### config.mk
export PLATFORM = sky130hd
export DESIGN_NAME = lab3_cache_mem_arbiter_flat
export DESIGN_NICKNAME = d
export VERILOG_FILES = /design/src/rtl/lab3_cache_mem_arbiter_if.sv /design/src/rtl/lab3_cache_mem_arbiter.sv /design/src/flat_wrapper.sv
export SDC_FILE = /design/constraint.sdc
export NUM_CORES = 1
export LEC_CHECK = 0
export BUFFER_PORTS_ARGS = -buffer_cell sky130_fd_sc_hd__buf_2
export CAP_MARGIN = 15
export CORE_AREA = 2 2 150 152
export DETAILED_ROUTE_END_ITERATION = 6
export DIE_AREA = 0 0 152 154
export MAX_ROUTING_LAYER = met4
export PLACE_DENSITY = 0.48
export SLEW_MARGIN = 20
export SYNTH_ARGS = -nofsm -noshare
export SYNTH_HDL_FRONTEND = slang
export SYNTH_SLANG_ARGS = --single-unit
### constraint.sdc
create_clock -name clk -period 2.9 [get_ports clk]
set_clock_uncertainty 0.1 [all_clocks]
set_input_delay 0.87 -clock clk [delete_from_list [all_inputs] [get_ports clk]]
set_output_delay 0.87 -clock clk [all_outputs]
set_load 0.02 [all_outputs]
### src/rtl/lab3_cache_mem_arbiter_if.sv
`default_nettype none
// ============================================================================
// Module      : lab3_cache_mem_arbiter_if (package + interface)
// Description : 4-byte memory request/response message types and the
//               val/rdy request/response bundle used by caches and memory.
// Revision    : 1.0 - initial release
// ============================================================================

package lab3_cache_mem_arbiter_pkg;

    typedef struct packed {
        logic [2:0]  msg_type;
        logic [7:0]  opaque;
        logic [31:0] addr;
        logic [1:0]  len;
        logic [31:0] data;
    } mem_req_4B_t;

    typedef struct packed {
        logic [2:0]  msg_type;
        logic [7:0]  opaque;
        logic [1:0]  test;
        logic [1:0]  len;
        logic [31:0] data;
    } mem_resp_4B_t;

endpackage

interface lab3_cache_mem_arbiter_if;
    import lab3_cache_mem_arbiter_pkg::*;

    logic         req_val;
    logic         req_rdy;
    mem_req_4B_t  req_msg;
    logic         resp_val;
    logic         resp_rdy;
    mem_resp_4B_t resp_msg;

    // Requester side (cache, or the arbiter facing memory)
    modport master (
        output req_val, req_msg, resp_rdy,
        input  req_rdy, resp_val, resp_msg
    );

    // Responder side (memory, or the arbiter facing a cache)
    modport slave (
        input  req_val, req_msg, resp_rdy,
        output req_rdy, resp_val, resp_msg
    );

endinterface

`default_nettype wire

### src/rtl/lab3_cache_mem_arbiter.sv
`default_nettype none
// ============================================================================
// Module      : lab3_cache_mem_arbiter
// Description : Shares one memory port between icache (port0) and dcache
//               (port1). Round-robin grant with a lock that holds the grant
//               until memory accepts; an in-order port-ID queue steers
//               responses back to their owner.
//               Optional macro LAB3_CACHE_MEM_ARBITER_FIXED_PRIO_EN selects
//               fixed priority (port0 wins ties) instead of round-robin.
// Revision    : 1.0 - initial release
// ============================================================================

module lab3_cache_mem_arbiter #(
    parameter int p_num_outstanding = 4
) (
    input  wire logic                clk,
    input  wire logic                reset,
    lab3_cache_mem_arbiter_if.slave  port0,
    lab3_cache_mem_arbiter_if.slave  port1,
    lab3_cache_mem_arbiter_if.master mem
);

    localparam int c_ptr_w = (p_num_outstanding > 1) ? $clog2(p_num_outstanding) : 1;
    localparam logic [c_ptr_w-1:0] c_ptr_one  = c_ptr_w'(1);
    localparam logic [c_ptr_w:0]   c_cnt_one  = (c_ptr_w + 1)'(1);
    localparam logic [c_ptr_w:0]   c_cnt_full = (c_ptr_w + 1)'(p_num_outstanding);

    typedef enum logic [0:0] {
        ST_OPEN   = 1'b0,
        ST_LOCKED = 1'b1
    } lock_state_t;

    lock_state_t                  r_state;
    lock_state_t                  w_state_nxt;
    logic                         r_lock_id;
    logic                         w_lock_id_nxt;
    logic [p_num_outstanding-1:0] r_queue;
    logic [c_ptr_w-1:0]           r_head;
    logic [c_ptr_w-1:0]           r_tail;
    logic [c_ptr_w:0]             r_count;

    logic w_tie_id;
    logic w_full;
    logic w_empty;
    logic w_gnt_any;
    logic w_gnt_id;
    logic w_req_val;
    logic w_push;
    logic w_head_id;
    logic w_resp_rdy;
    logic w_pop;

`ifdef LAB3_CACHE_MEM_ARBITER_FIXED_PRIO_EN
    assign w_tie_id = 1'b0;
`else
    logic r_prio;

    // Favour the port that did not win the most recent transfer
    always_ff @(posedge clk or negedge reset) begin
        if (!reset) begin
            r_prio <= 1'b0;
        end else if (w_push) begin
            r_prio <= ~w_gnt_id;
        end
    end

    assign w_tie_id = r_prio;
`endif

    assign w_full  = (r_count == c_cnt_full);
    assign w_empty = (r_count == '0);

    // Grant selection: lock wins, then tie-break, then single requester
    always_comb begin
        w_gnt_any = 1'b0;
        w_gnt_id  = 1'b0;
        if (r_state == ST_LOCKED) begin
            w_gnt_any = 1'b1;
            w_gnt_id  = r_lock_id;
        end else if (port0.req_val && port1.req_val) begin
            w_gnt_any = 1'b1;
            w_gnt_id  = w_tie_id;
        end else if (port0.req_val) begin
            w_gnt_any = 1'b1;
            w_gnt_id  = 1'b0;
        end else if (port1.req_val) begin
            w_gnt_any = 1'b1;
            w_gnt_id  = 1'b1;
        end
        // A full queue (or reset) blocks every grant
        if (w_full || !reset) begin
            w_gnt_any = 1'b0;
        end
    end

    assign w_req_val     = w_gnt_any & (w_gnt_id ? port1.req_val : port0.req_val);
    assign w_push        = w_req_val & mem.req_rdy;
    assign mem.req_val   = w_req_val;
    assign mem.req_msg   = w_gnt_id ? port1.req_msg : port0.req_msg;
    assign port0.req_rdy = w_gnt_any & ~w_gnt_id & mem.req_rdy;
    assign port1.req_rdy = w_gnt_any &  w_gnt_id & mem.req_rdy;

    // Response steering by the queue head; nothing routed when empty
    assign w_head_id      = r_queue[r_head];
    assign w_resp_rdy     = reset & ~w_empty & (w_head_id ? port1.resp_rdy : port0.resp_rdy);
    assign w_pop          = mem.resp_val & w_resp_rdy;
    assign mem.resp_rdy   = w_resp_rdy;
    assign port0.resp_val = reset & ~w_empty & ~w_head_id & mem.resp_val;
    assign port1.resp_val = reset & ~w_empty &  w_head_id & mem.resp_val;
    assign port0.resp_msg = mem.resp_msg;
    assign port1.resp_msg = mem.resp_msg;

    // Lock state register
    always_ff @(posedge clk or negedge reset) begin
        if (!reset) begin
            r_state   <= ST_OPEN;
            r_lock_id <= 1'b0;
        end else begin
            r_state   <= w_state_nxt;
            r_lock_id <= w_lock_id_nxt;
        end
    end

    // Lock next-state: latch the grant when memory stalls a valid request
    always_comb begin
        w_state_nxt   = r_state;
        w_lock_id_nxt = r_lock_id;
        case (r_state)
            ST_OPEN: begin
                if (w_req_val && !mem.req_rdy) begin
                    w_state_nxt   = ST_LOCKED;
                    w_lock_id_nxt = w_gnt_id;
                end
            end
            ST_LOCKED: begin
                if (w_push) begin
                    w_state_nxt = ST_OPEN;
                end
            end
            default: w_state_nxt = ST_OPEN;
        endcase
    end

    // In-order port-ID tracking queue
    always_ff @(posedge clk or negedge reset) begin
        if (!reset) begin
            r_queue <= '0;
            r_head  <= '0;
            r_tail  <= '0;
            r_count <= '0;
        end else begin
            if (w_push) begin
                r_queue[r_tail] <= w_gnt_id;
                r_tail          <= r_tail + c_ptr_one;
            end
            if (w_pop) begin
                r_head <= r_head + c_ptr_one;
            end
            case ({w_push, w_pop})
                2'b10:   r_count <= r_count + c_cnt_one;
                2'b01:   r_count <= r_count - c_cnt_one;
                default: r_count <= r_count;
            endcase
        end
    end

endmodule

`default_nettype wire

### src/flat_wrapper.sv
// flat-port wrapper written by rule: the top's interface ports become plain ports
module lab3_cache_mem_arbiter_flat 
#(
    parameter int p_num_outstanding = 4
)
  (clk, reset, port0_req_val, port0_req_msg, port0_resp_rdy, port0_req_rdy, port0_resp_val, port0_resp_msg, port1_req_val, port1_req_msg, port1_resp_rdy, port1_req_rdy, port1_resp_val, port1_resp_msg, mem_req_val, mem_req_msg, mem_resp_rdy, mem_req_rdy, mem_resp_val, mem_resp_msg);
  lab3_cache_mem_arbiter_if port0_i ();
  lab3_cache_mem_arbiter_if port1_i ();
  lab3_cache_mem_arbiter_if mem_i ();
  input  wire logic clk;
  input  wire logic reset;
  input wire logic [$bits(port0_i.req_val)-1:0] port0_req_val;
  input wire logic [$bits(port0_i.req_msg)-1:0] port0_req_msg;
  input wire logic [$bits(port0_i.resp_rdy)-1:0] port0_resp_rdy;
  output wire logic [$bits(port0_i.req_rdy)-1:0] port0_req_rdy;
  output wire logic [$bits(port0_i.resp_val)-1:0] port0_resp_val;
  output wire logic [$bits(port0_i.resp_msg)-1:0] port0_resp_msg;
  input wire logic [$bits(port1_i.req_val)-1:0] port1_req_val;
  input wire logic [$bits(port1_i.req_msg)-1:0] port1_req_msg;
  input wire logic [$bits(port1_i.resp_rdy)-1:0] port1_resp_rdy;
  output wire logic [$bits(port1_i.req_rdy)-1:0] port1_req_rdy;
  output wire logic [$bits(port1_i.resp_val)-1:0] port1_resp_val;
  output wire logic [$bits(port1_i.resp_msg)-1:0] port1_resp_msg;
  output wire logic [$bits(mem_i.req_val)-1:0] mem_req_val;
  output wire logic [$bits(mem_i.req_msg)-1:0] mem_req_msg;
  output wire logic [$bits(mem_i.resp_rdy)-1:0] mem_resp_rdy;
  input wire logic [$bits(mem_i.req_rdy)-1:0] mem_req_rdy;
  input wire logic [$bits(mem_i.resp_val)-1:0] mem_resp_val;
  input wire logic [$bits(mem_i.resp_msg)-1:0] mem_resp_msg;
  assign port0_i.req_val = port0_req_val;
  assign port0_i.req_msg = port0_req_msg;
  assign port0_i.resp_rdy = port0_resp_rdy;
  assign port0_req_rdy = port0_i.req_rdy;
  assign port0_resp_val = port0_i.resp_val;
  assign port0_resp_msg = port0_i.resp_msg;
  assign port1_i.req_val = port1_req_val;
  assign port1_i.req_msg = port1_req_msg;
  assign port1_i.resp_rdy = port1_resp_rdy;
  assign port1_req_rdy = port1_i.req_rdy;
  assign port1_resp_val = port1_i.resp_val;
  assign port1_resp_msg = port1_i.resp_msg;
  assign mem_req_val = mem_i.req_val;
  assign mem_req_msg = mem_i.req_msg;
  assign mem_resp_rdy = mem_i.resp_rdy;
  assign mem_i.req_rdy = mem_req_rdy;
  assign mem_i.resp_val = mem_resp_val;
  assign mem_i.resp_msg = mem_resp_msg;
  lab3_cache_mem_arbiter #(.p_num_outstanding(p_num_outstanding)) u_core (.clk(clk), .reset(reset), .port0(port0_i), .port1(port1_i), .mem(mem_i));
endmodule
==> flow_summary.ini <==
[global_route]
grt-ovfl-total = 0
grtUsageTotal_pct = 10.6
grt_max_degree = 19
grt_pass1_wl_um = 18100
grt_pass1_vias = 2654
antenna_found_initial = 0

[flow_run]
cap_violations = 0

[timing]
period_minus_slack_ps = 3110
timing.setup.tns_ps = -12690
setup_slack_ps = -210
fmax_ghz = 0.322
fin_crit_sh_pct = 107
setup_violations = 79
rsz0062_at_grt = true
holdWs_ps = 377
final_hold_viol_count = 0
slew_headroom_pct = 50.5
worst_slew_pin_slew_ps = 730
slew_violations = 0

[cts]
cts_max_level = 1
cts_buffers = 3
clockRootBuffer = clkbuf_16
clkLatencyLatePin_ps = 240
cts.clk_slew.worst_paths_ps = 50
cts_sinks = 14
cts_tree = yes
cts_buffer_depth = 2
cts_hold_buffers = 0

[yosys]
synth.ff_latch_count = 14
syn_inst = 260
yosys.area.top_type = mux2_1
synth_warnings = 0
postSynthAreaPerCell_um2 = 9.65
ys_top_cells_by_area = mux2_1 37%, buf_4 29%, dfrtp_1 14%
ys_seq_area_share_pct = 14.0
synth_area_mm2 = 0.00251
ys_types = 28
synth_nets = 475
synth_top_area_share_pct = 36.8

[layout]
num-nets-final = 647
final_util_pct = 21.4
area_growth_pct = 85.1
fillers = 2379
antennaDiodeCount = 0
drive_above_1_share_pct = 83.7

[placement]
gp_congestion = 0.782
hpwl_um = 10600
io_buffers = 244
dpl_worst_slack_ps = -348

[route]
ant_nets = 0
vias = 2544
detail_route.iter0.violations = 89
firstDrtPassIters = 4
routed_wl_um = 13600
wl_per_cell_um = 19.1
route.detailed.drc = 0
viasPerCell = 3.58

[floorplanning]
io_pins = 386
dieHeight_um = 154
die_area_mm2 = 0.0234
core_mm2 = 0.0217
num_rows = 54
die_w_um = 152
initial_utilization_pct = 11.6

[critical_path]
cp_data_arrival_time_ps = 2140
setup.worst_path.end_class = output pin
worstPathMaxFanout = 8
startpoint_type = primary input
crit_type = in -> out
required_ps = 1930

[pwr]
p_total_uw = 5240
leakagePower_uw = 0.00245
vdd_drop_max_v = 0.000393
p_per_area_mw_per_mm2 = 1130

[outcome]
violations = negative setup slack
status = complete, but fails checks

[worst_hold_path]
hp-class = in -> async
[final timing paths]
path | start | end | slack (ps) | depth (start not counted)
worst max-delay path | port0_req_val | mem_req_msg[74] | -210 | 9
worst min-delay path | reset | asynchronous set/reset pin | 380 | 1
worst max register to register | u_core.r_head[1] | u_core.r_count[2] | 530 | 10
worst min register to register | u_core.r_queue[1] | u_core.r_queue[1] | 390 | 1
max in group asynchronous | reset | u_core.r_queue[0] | 1910 | 2
min in group clk | u_core.r_queue[1] | u_core.r_queue[1] | 390 | 1
[per-layer routing]
layer	track usage (%)	routed length, um	vias up
met3	3.10	1020	10
met5	-	0	-
met2	17.5	6550	184
met4	0.979	102	0
met1	13.3	5890	1213
li1	-	-	1137
[cell type report]
cell class / count / area, um^2 / area share (%)
repair buffers: 272 / 2160 / 46.6
clock buffers: 3 / 75.1 / 1.62
inverters: 8 / 35.0 / 0.754
flip-flops and latches: 14 / 350 / 7.54
multi-input cells: 133 / 1670 / 36.0
well taps: 280 / 350 / 7.54
[where the power goes]
group / leakage, uW / switching [uW] / internal (uW) / total (uW)
registers: 0.000163 / 113 / 295 / 409
clock network: 0.0000370 / 74.2 / 180 / 254
logic: 0.00225 / 2010 / 2570 / 4580
[critical path, stage by stage]
cell and delay (ps):
buf_8 100, inv_6 50, o21ai_4 60, o21ai_4 190, buf_12 130, buf_12 140
buf_8 130, mux2_4 320, buf_6 130
[cells in the final DEF, fill, tap and decap left out, types with 2 or more instances in the layout]
| cell type | count |
|---|---|
| clkbuf_16 | 5 |
| mux2_1 | 8 |
| o211ai_1 | 2 |
| o21ai_4 | 2 |
| buf_6 | 81 |
| buf_2 | 165 |
| buf_16 | 3 |
| nand2_1 | 2 |
| buf_8 | 8 |
| mux2i_1 | 8 |
| buf_12 | 6 |
| nor2_1 | 5 |
| o31ai_1 | 2 |
| xnor2_1 | 2 |
| xor2_1 | 3 |
| buf_4 | 7 |
| or3b_1 | 2 |
| nand3_2 | 4 |
| dfrtp_1 | 14 |
| inv_1 | 7 |
| mux2_4 | 74 |
| ha_1 | 5 |
[metrics by stage]
| stage | std cells | cell area (um^2) |
|---|---|---|
| after floorplan | 260 | 2520 |
| after global placement | 697 | 3490 |
| after detailed placement | 697 | 3490 |
| after CTS | 710 | 4150 |
| after global routing | 710 | 4650 |
| final | 710 | 4650 |
[timing repair]
item | in CTS | in global routing
cloned | 5 | 2
buffers inserted | 5 | 1
setup endpoints to repair | 78 | 80
pin swaps | 2 | 2
resized for setup | 126 | 151
endpoints found under the hold margin | 0 | 0
[state kept, by name, indices dropped and copies added (netlist names), named ones only]
name / count
u_core.r_tail: 2
u_core.r_prio: 1
u_core.r_lock_id: 1
u_core.r_head: 2
u_core.r_count: 3
u_core.r_queue: 4
[logic make-up (layout without fill, tap and decap cells)]
| group | after synthesis | after routing | share of synthesized area [%] |
|---|---|---|---|
| AOI/OAI and AO/OA | 11 | 11 | 3.19 |
| xor gates and xnor gates | 5 | 5 | 1.75 |
| adders and majority gates | 6 | 6 | 3.29 |
| buffers and inverters | 113 | 283 | 32.1 |
| DFF | 14 | 14 | 14.0 |
| muxes | 90 | 90 | 40.0 |
| and+or+nand+nor | 21 | 21 | 5.78 |
[Yosys cell counts (all sizes together)]
cell type,instances
xnor2,2
xor2,3
nor2,6
nand4,1
nor2b,2
mux2i,8
nand3,5
o211ai,2
nand2,3
inv,8
mux2,82
dfrtp,14
or3,1
o21a,1
o21ai,3
o2111a,1
ha,5
fa,1
a21boi,1
nor3b,1
or3b,2
buf,105
o311ai,1
o31ai,2
Power figures use the tool's default switching activity.
